<file path="config.mk">
export PLATFORM = sky130hd
export DESIGN_NAME = memory_arbiter_flat
export DESIGN_NICKNAME = d
export VERILOG_FILES = /design/src/rtl/memory_arbiter_if.sv /design/src/rtl/memory_arbiter.sv /design/src/flat_wrapper.sv
export SDC_FILE = /design/constraint.sdc
export NUM_CORES = 1
export LEC_CHECK = 0
export BUFFER_PORTS_ARGS = -buffer_cell sky130_fd_sc_hd__buf_4
export CAP_MARGIN = 40
export CORE_MARGIN = 3
export CORE_UTILIZATION = 40
export DETAILED_ROUTE_END_ITERATION = 7
export PLACE_DENSITY = 0.73
export REMOVE_ABC_BUFFERS = 1
export SLEW_MARGIN = 10
export SYNTH_ARGS = -nofsm -noshare
export SYNTH_HDL_FRONTEND = slang
export SYNTH_SLANG_ARGS = --single-unit
</file>
<file path="constraint.sdc">
create_clock -name CLOCK -period 1.3 [get_ports CLOCK]
set_input_delay 0.065 -clock CLOCK [delete_from_list [all_inputs] [get_ports CLOCK]]
set_output_delay 0.065 -clock CLOCK [all_outputs]
set_load 0.05 [all_outputs]
</file>
<file path="src/rtl/memory_arbiter_if.sv">
// Requester-side and memory-side signals of the two-port memory arbiter.
// The slave modport is the arbiter; master is the requesters plus memory_unit.
interface memory_arbiter_if #(
    parameter int REGSIZE = 8
);
    logic               req0, req1;
    logic [REGSIZE-1:0] addr0, addr1;
    logic [REGSIZE-1:0] wdata0, wdata1;
    logic [1:0]         ctrl0, ctrl1;
    logic               ack0, ack1;
    logic [REGSIZE-1:0] rdata0, rdata1;
    logic [REGSIZE-1:0] mem_addr_bus;
    logic [REGSIZE-1:0] mem_write_bus;
    logic [1:0]         mem_ctrl_bus;
    logic [REGSIZE-1:0] mem_read_bus;
    logic               busy;
    logic               owner;

    modport slave (
        input  req0, req1, addr0, addr1, wdata0, wdata1, ctrl0, ctrl1, mem_read_bus,
        output ack0, ack1, rdata0, rdata1, mem_addr_bus, mem_write_bus, mem_ctrl_bus,
               busy, owner
    );

    modport master (
        output req0, req1, addr0, addr1, wdata0, wdata1, ctrl0, ctrl1, mem_read_bus,
        input  ack0, ack1, rdata0, rdata1, mem_addr_bus, mem_write_bus, mem_ctrl_bus,
               busy, owner
    );
endinterface

</file>
<file path="src/rtl/memory_arbiter.sv">
// Round-robin arbiter sharing one memory_unit port between loader (port 0) and cpu (port 1).
// Each grant holds the memory buses for MEM_LATENCY cycles, then pulses that port's ack.
module memory_arbiter #(
    parameter int REGSIZE     = 8,
    parameter int MEM_LATENCY = 1,
    parameter bit INIT_PRIO   = 1'b0
) (
    input logic              CLOCK,
    input logic              RESET,
    memory_arbiter_if.slave  bus
);
    localparam logic [1:0] MEMORY_STAY = 2'b00;
    localparam logic [3:0] LAT_LOAD    = 4'(MEM_LATENCY - 1);

    typedef enum logic {ARB_IDLE, ARB_BUSY} state_t;

    state_t             state;
    logic               owner;
    logic               last_grant;
    logic [3:0]         lat_cnt;
    logic [REGSIZE-1:0] addr_q;
    logic [REGSIZE-1:0] wdata_q;
    logic [1:0]         ctrl_q;
    logic               ack0, ack1;
    logic [REGSIZE-1:0] rdata0, rdata1;

    logic eff0, eff1, grant, winner;

    // A port acked this cycle is masked so a still-high req is not served twice.
    always_comb begin
        eff0   = bus.req0 & ~ack0;
        eff1   = bus.req1 & ~ack1;
        grant  = eff0 | eff1;
        winner = (eff0 && eff1) ? ~last_grant : eff1;
    end

    // NOTE: all state here uses non-blocking assignments so every register samples
    // the pre-edge values, regardless of statement order inside the block.
    always_ff @(posedge CLOCK) begin
        if (RESET) begin
            state      <= ARB_IDLE;
            owner      <= INIT_PRIO;
            last_grant <= ~INIT_PRIO;
            lat_cnt    <= '0;
            // NOTE: the access latches are reset too, so the buses never show stale
            // requester data after a reset that aborted an access.
            addr_q     <= '0;
            wdata_q    <= '0;
            ctrl_q     <= MEMORY_STAY;
            ack0       <= 1'b0;
            ack1       <= 1'b0;
            rdata0     <= '0;
            rdata1     <= '0;
        end else begin
            ack0 <= 1'b0;
            ack1 <= 1'b0;
            case (state)
                ARB_IDLE: begin
                    if (grant) begin
                        addr_q     <= winner ? bus.addr1  : bus.addr0;
                        wdata_q    <= winner ? bus.wdata1 : bus.wdata0;
                        ctrl_q     <= winner ? bus.ctrl1  : bus.ctrl0;
                        owner      <= winner;
                        last_grant <= winner;
                        lat_cnt    <= LAT_LOAD;
                        state      <= ARB_BUSY;
                    end
                end
                ARB_BUSY: begin
                    if (lat_cnt != 4'd0) begin
                        lat_cnt <= lat_cnt - 4'd1;
                    end else begin
                        if (owner) begin
                            rdata1 <= bus.mem_read_bus;
                            ack1   <= 1'b1;
                        end else begin
                            rdata0 <= bus.mem_read_bus;
                            ack0   <= 1'b1;
                        end
                        state <= ARB_IDLE;
                    end
                end
            endcase
        end
    end

    assign bus.mem_addr_bus  = (state == ARB_BUSY) ? addr_q  : '0;
    assign bus.mem_write_bus = (state == ARB_BUSY) ? wdata_q : '0;
    assign bus.mem_ctrl_bus  = (state == ARB_BUSY) ? ctrl_q  : MEMORY_STAY;
    assign bus.busy          = (state == ARB_BUSY);
    assign bus.owner         = owner;
    assign bus.ack0          = ack0;
    assign bus.ack1          = ack1;
    assign bus.rdata0        = rdata0;
    assign bus.rdata1        = rdata1;
endmodule

</file>
<file path="src/flat_wrapper.sv">
// flat-port wrapper written by rule: the top's interface ports become plain ports
module memory_arbiter_flat 
#(
    parameter int REGSIZE     = 8,
    parameter int MEM_LATENCY = 1,
    parameter bit INIT_PRIO   = 1'b0
)
  (CLOCK, RESET, bus_req0, bus_req1, bus_addr0, bus_addr1, bus_wdata0, bus_wdata1, bus_ctrl0, bus_ctrl1, bus_mem_read_bus, bus_ack0, bus_ack1, bus_rdata0, bus_rdata1, bus_mem_addr_bus, bus_mem_write_bus, bus_mem_ctrl_bus, bus_busy, bus_owner);
  memory_arbiter_if #(.REGSIZE(REGSIZE)) bus_i ();
  input logic CLOCK;
  input logic RESET;
  input wire logic [$bits(bus_i.req0)-1:0] bus_req0;
  input wire logic [$bits(bus_i.req1)-1:0] bus_req1;
  input wire logic [$bits(bus_i.addr0)-1:0] bus_addr0;
  input wire logic [$bits(bus_i.addr1)-1:0] bus_addr1;
  input wire logic [$bits(bus_i.wdata0)-1:0] bus_wdata0;
  input wire logic [$bits(bus_i.wdata1)-1:0] bus_wdata1;
  input wire logic [$bits(bus_i.ctrl0)-1:0] bus_ctrl0;
  input wire logic [$bits(bus_i.ctrl1)-1:0] bus_ctrl1;
  input wire logic [$bits(bus_i.mem_read_bus)-1:0] bus_mem_read_bus;
  output wire logic [$bits(bus_i.ack0)-1:0] bus_ack0;
  output wire logic [$bits(bus_i.ack1)-1:0] bus_ack1;
  output wire logic [$bits(bus_i.rdata0)-1:0] bus_rdata0;
  output wire logic [$bits(bus_i.rdata1)-1:0] bus_rdata1;
  output wire logic [$bits(bus_i.mem_addr_bus)-1:0] bus_mem_addr_bus;
  output wire logic [$bits(bus_i.mem_write_bus)-1:0] bus_mem_write_bus;
  output wire logic [$bits(bus_i.mem_ctrl_bus)-1:0] bus_mem_ctrl_bus;
  output wire logic [$bits(bus_i.busy)-1:0] bus_busy;
  output wire logic [$bits(bus_i.owner)-1:0] bus_owner;
  assign bus_i.req0 = bus_req0;
  assign bus_i.req1 = bus_req1;
  assign bus_i.addr0 = bus_addr0;
  assign bus_i.addr1 = bus_addr1;
  assign bus_i.wdata0 = bus_wdata0;
  assign bus_i.wdata1 = bus_wdata1;
  assign bus_i.ctrl0 = bus_ctrl0;
  assign bus_i.ctrl1 = bus_ctrl1;
  assign bus_i.mem_read_bus = bus_mem_read_bus;
  assign bus_ack0 = bus_i.ack0;
  assign bus_ack1 = bus_i.ack1;
  assign bus_rdata0 = bus_i.rdata0;
  assign bus_rdata1 = bus_i.rdata1;
  assign bus_mem_addr_bus = bus_i.mem_addr_bus;
  assign bus_mem_write_bus = bus_i.mem_write_bus;
  assign bus_mem_ctrl_bus = bus_i.mem_ctrl_bus;
  assign bus_busy = bus_i.busy;
  assign bus_owner = bus_i.owner;
  memory_arbiter #(.REGSIZE(REGSIZE), .MEM_LATENCY(MEM_LATENCY), .INIT_PRIO(INIT_PRIO)) u_core (.CLOCK(CLOCK), .RESET(RESET), .bus(bus_i));
endmodule
</file>
Yosys cells after proc, flatten, opt, wreduce, memory -nomap -nowiden
Index checks and enable logic that the tools add are counted.

Output and inout port bits: 38. Bits of input ports: 48. Register bits after elaboration: 43.

Equality and inequality tests: 2. Bitwise gates (word level): 9. Reduce and logical (&&, ||, !) cells: 7. $add $sub $neg: 1. Multiplexer cells: 15.

Operators by type and width (number): $mux W8 (4); $mux W4 (2); $pmux W4 S2 (1); $not A1 Y1 (6); $reduce_and A3 Y1 (2); $mux W1 (5); $mux W2 (2); $reduce_and A2 Y1 (2); $reduce_bool A4 Y1 (1); $sub A4 B1 Y4 const B (1); $reduce_or A3 Y1 (1); $and A1 B1 Y1 (2); $ne A2 B1 Y1 const B (1); $ne A2 B2 Y1 const B (1); $pmux W1 S2 (1); $logic_and A1 B1 Y1 (1); $or A1 B1 Y1 (1).

Longest topological paths before layout
Depth in word-level cells: 5. Mapped depth: 7. Gate-level depth less buffers: 6.

Worst setup path before layout
OpenSTA, ideal clock, no wires.

Kind: register -> register. From: register u_core.state (netlist: u_core.bus.busy). To: register u_core.rdata0[6] (netlist: u_core.bus.rdata0[6]). Clock period less this slack: 1.675 ns. Arrival: 1.547 ns. Cell stages (with the launch flop): 7. Setup slack: -0.375 ns. Cell sequence: dfxtp_1 buf_2 nand2_1 nor4_1 buf_4 mux2i_1 nor2_1.

Cells in the longest elaborated chain, start to end: 1.

RTL lines: start, declared (line memory_arbiter.sv:17) `state_t state;`; start signal, assigned (line memory_arbiter.sv:41) `state <= ARB_IDLE;`; start signal, assigned (line memory_arbiter.sv:66) `state <= ARB_BUSY;`; start signal, assigned (line memory_arbiter.sv:80) `state <= ARB_IDLE;`; $reduce_and A3 Y1 (no source line); end signal, assigned (line memory_arbiter.sv:77) `rdata0 <= bus.mem_read_bus;`; end, declared (line memory_arbiter.sv:25) `logic [REGSIZE-1:0] rdata0, rdata1;`.

Every way passes these cells. A chain may end at the register's enable or synchronous reset.

Worst setup path after layout
From: register u_core.lat_cnt[0]. To: register u_core.lat_cnt[0].

Cells in the longest elaborated chain, start to end: 3. Elaborated cells between the ends (all ways): 6. Classes of those cells: 1 x add/sub; 1 x eq/ne; 2 x mux; 2 x reduce/logical.

RTL lines: start, declared (line memory_arbiter.sv:20) `logic [3:0] lat_cnt;`; start signal, assigned (line memory_arbiter.sv:71) `lat_cnt <= lat_cnt - 4'd1;`; $sub A4 B1 Y4 or $reduce_bool A4 Y1 (tied branches) (line memory_arbiter.sv:71, memory_arbiter.sv:70); $mux W4 or $ne A2 B2 Y1 (tied branches); $pmux W4 S2 or $reduce_and A2 Y1 (tied branches).

Parallel ways exist; a longest one is shown, timed or not. The select of a mux whose other input is x is not followed.

==> results.toml <==
[critical_path]
worst-r2r-cell-count = 6
slowest_stage = "dfxtp_2"
crit_type = "reg -> reg"
crit_family = "flip-flops"
max_stage_delay_ps = 360
crit_fanout = 3
crit_arrival_ps = 1600
crit_buf_inv = 2
cp-end-kind = "register"
path_cells = "inv_2 > ha_4 > buf_4 > a21bo_2 > or3_4 > o31ai_1"
required_ps = 1500
startpoint_type = "register"
rr_endpoint = "u_core.lat_cnt[0]"
rr_startpoint = "u_core.lat_cnt[0]"
r2r_slack_ps = -100

[global_routing]
gr-total-overflow = 0
grt_pass1_vias = 1623
grt_use_total_pct = 15.88
antenna_found_initial = 0
grt_pass1_wl_mm = 6.900
grt_max_degree = 21

[synthesis]
syn_area_um2 = 1856
synth_cell_types = 32
seq_area_frac_synth_pct = 46.39
async_reset_ff_share_pct = 0
ys_ff_latch = 43
avgSynthCellArea_um2 = 10.42
synthFlopType = "dfxtp_1"
syn_inst = 178
yosysWarnings = 0
synth-edff-count = 0

[floorplanning]
core_um2 = 4414
die_x_um = 74.11
num_io_pins = 86
fp-row-count = 24
die_h_um = 74.11
die-area_um2 = 5492
initial_utilization_pct = 42.04

[routing]
routed-wl-met2_mm = 2.094
drtIter0Drc = 36
antenna_left = 0
drc = 0
wire_per_inst_um = 14.07
wl_met1_mm = 1.921
dr.max_layer_used = "met4"
num_vias = 1642
vias_per_cell = 5.037
routed-wl-met3_um = 504
first_pass_iters = 4
finalWirelength_mm = 4.586

[power]
leakage_uw = 0.001386
ir_worst_vdd_v = 0.0007322
p_per_area_nw_per_um2 = 1159

[sta]
setup_violations = 20
fmax_mhz = 714.1
period_needed_ps = 1400
fin_ws_ps = -100.3
worstMarginPinSlew_ps = 350.5
maxSlewViolCount = 0
slew_headroom_pct = 76.39
fin_crit_sh_pct = 107.7
finalClockSkew_ps = 4.212
hold_violations = 0
grt_setup_unrepaired = "true"
tns_ps = -663.6

[placed_design]
dp.cells = 314
dpl.hpwl_mm = 3.197
gp_congestion = 0.7884
port_buffers = 85

[cells_and_area]
n_antenna_cell = 0
final_common_cell = "buf_4"
final_cell_mix = "92 x buf_4, 39 x dfxtp_1, 34 x mux2i_1"
drive_gt1_share_pct = 47.08
stdcell_count = 326
syn_to_final_growth_pct = 54.48
final_util_pct = 64.94
nets = 322
nFillCells = 360

[worst_hold_path]
holdPathEnd = "u_core.bus.rdata1[1]"
hp-start = "bus_mem_read_bus[1]"
whs_path_depth = 3
hold_path_class = "in -> reg"

[clock_network]
cts.clk_slew.worst_paths_ps = 80
clk_path_buf_depth = 2
clk_latency_ps = 290
cts-buffers-inserted = 5
tritoncts = "done"
cts_sinks = 43
htreeDepth = 2
clockRootBuffer = "clkbuf_8"

[status]
status = "finished, violations left"
violations = "setup timing"

[run]
maxCapViolCount = 0
==> how the worst max path moves through the flow <==
stage / startpoint / endpoint / slack (ps) / cells after the start
finish: u_core.lat_cnt[0] / u_core.lat_cnt[0] / -100 / 6
global route: u_core.lat_cnt[1] / u_core.bus.rdata0[4] / -140 / 7
CTS: u_core.lat_cnt[1] / u_core.bus.rdata0[7] / -110 / 7
detailed placement: u_core.lat_cnt[0] / u_core.bus.rdata0[7] / -130 / 7
global placement: u_core.lat_cnt[0] / u_core.bus.rdata0[1] / -70 / 7
floorplan: u_core.bus.busy / u_core.bus.rdata0[0] / -1440 / 4
==> flip-flops by register name, summed over array words and instances (netlist names) <==
register / flops
u_core.addr_q: 8
u_core.bus.rdata0: 8
u_core.bus.rdata1: 8
u_core.wdata_q: 8
u_core.lat_cnt: 4
u_core.ctrl_q: 2
u_core.bus.ack0: 1
u_core.bus.ack1: 1
u_core.bus.busy: 1
u_core.bus.owner: 1
u_core.last_grant: 1
==> routing by layer <==
metal  vias to the layer above  track usage [%]
met1                       744            19.03
met3                        10            5.135
met2                        73            26.38
li1                        815                -
met4                         0            6.237
met5                         -                0
==> through the flow <==
step / area [um^2] / setup slack [ps] / hold slack (ps) / total power (uW)
final: 2867 / -100.3 / 14.81 / 3321
after floorplan: 1757 / -1442 / 134.1 / 1908
after detailed placement: 2594 / -132.6 / 278.4 / 2234
after global placement: 2594 / -73.17 / 276.7 / 2222
after CTS: 2781 / -111.8 / 11.65 / 3314
after global routing: 2867 / -139.1 / 31.82 / 3464
==> power breakdown <==
part	leakage, uW	internal [uW]	switching (uW)
registers	0.000354	1410	55.0
clock network	0.0000612	621	435
logic	0.000971	368	432
==> worst register-to-register path: stages, from the launching register on <==
cell     delay, ps
dfxtp_2        360
inv_2           50
ha_4           160
buf_4          140
a21bo_2        210
or3_4          330
o31ai_1         70
==> cell type report <==
type	count	area [um^2]	share of cell area, %
clock inverters	2	35.03	1.222
inverters	4	15.01	0.5238
well taps	52	65.06	2.270
multi-input cells	118	965.9	33.70
repair buffers	101	834.6	29.11
clock buffers	6	82.58	2.881
flip-flops and latches	43	868.3	30.29
==> synthesized netlist by cell type, types with 3 or more instances <==
cell type	instances	area [um^2]
clkbuf_1	4	15.01
dfxtp_1	43	860.8
o21ai_0	3	15.01
nor2_1	18	67.56
buf_2	3	15.01
a21oi_1	3	15.01
and2_1	20	125.1
inv_1	4	15.01
o2bb2ai_1	18	157.7
mux2i_1	34	340.3
==> kinds of logic (layout without fill, tap and decap cells) <==
family,count (synthesis),count (layout),share of synthesized area (%)
multiplexers,34,34,18.34
adder cells (fa/ha/maj),1,1,0.6742
AND/OR/NAND/NOR,54,54,16.05
AO/OA/AOI/OAI,29,29,12.41
buffers and inverters,17,113,6.135
flip-flops,43,43,46.39
==> timing repair <==
item | 4_1_cts | 5_1_grt
setup buffers | 1 | 0
pin swaps | 4 | 9
hold buffers | 1 | 0
gates resized for setup | 15 | 13
hold endpoints to repair | 2 | 0
cloned | 1 | 1
setup endpoints to repair | 30 | 57
(Power assumes the default switching activity.)
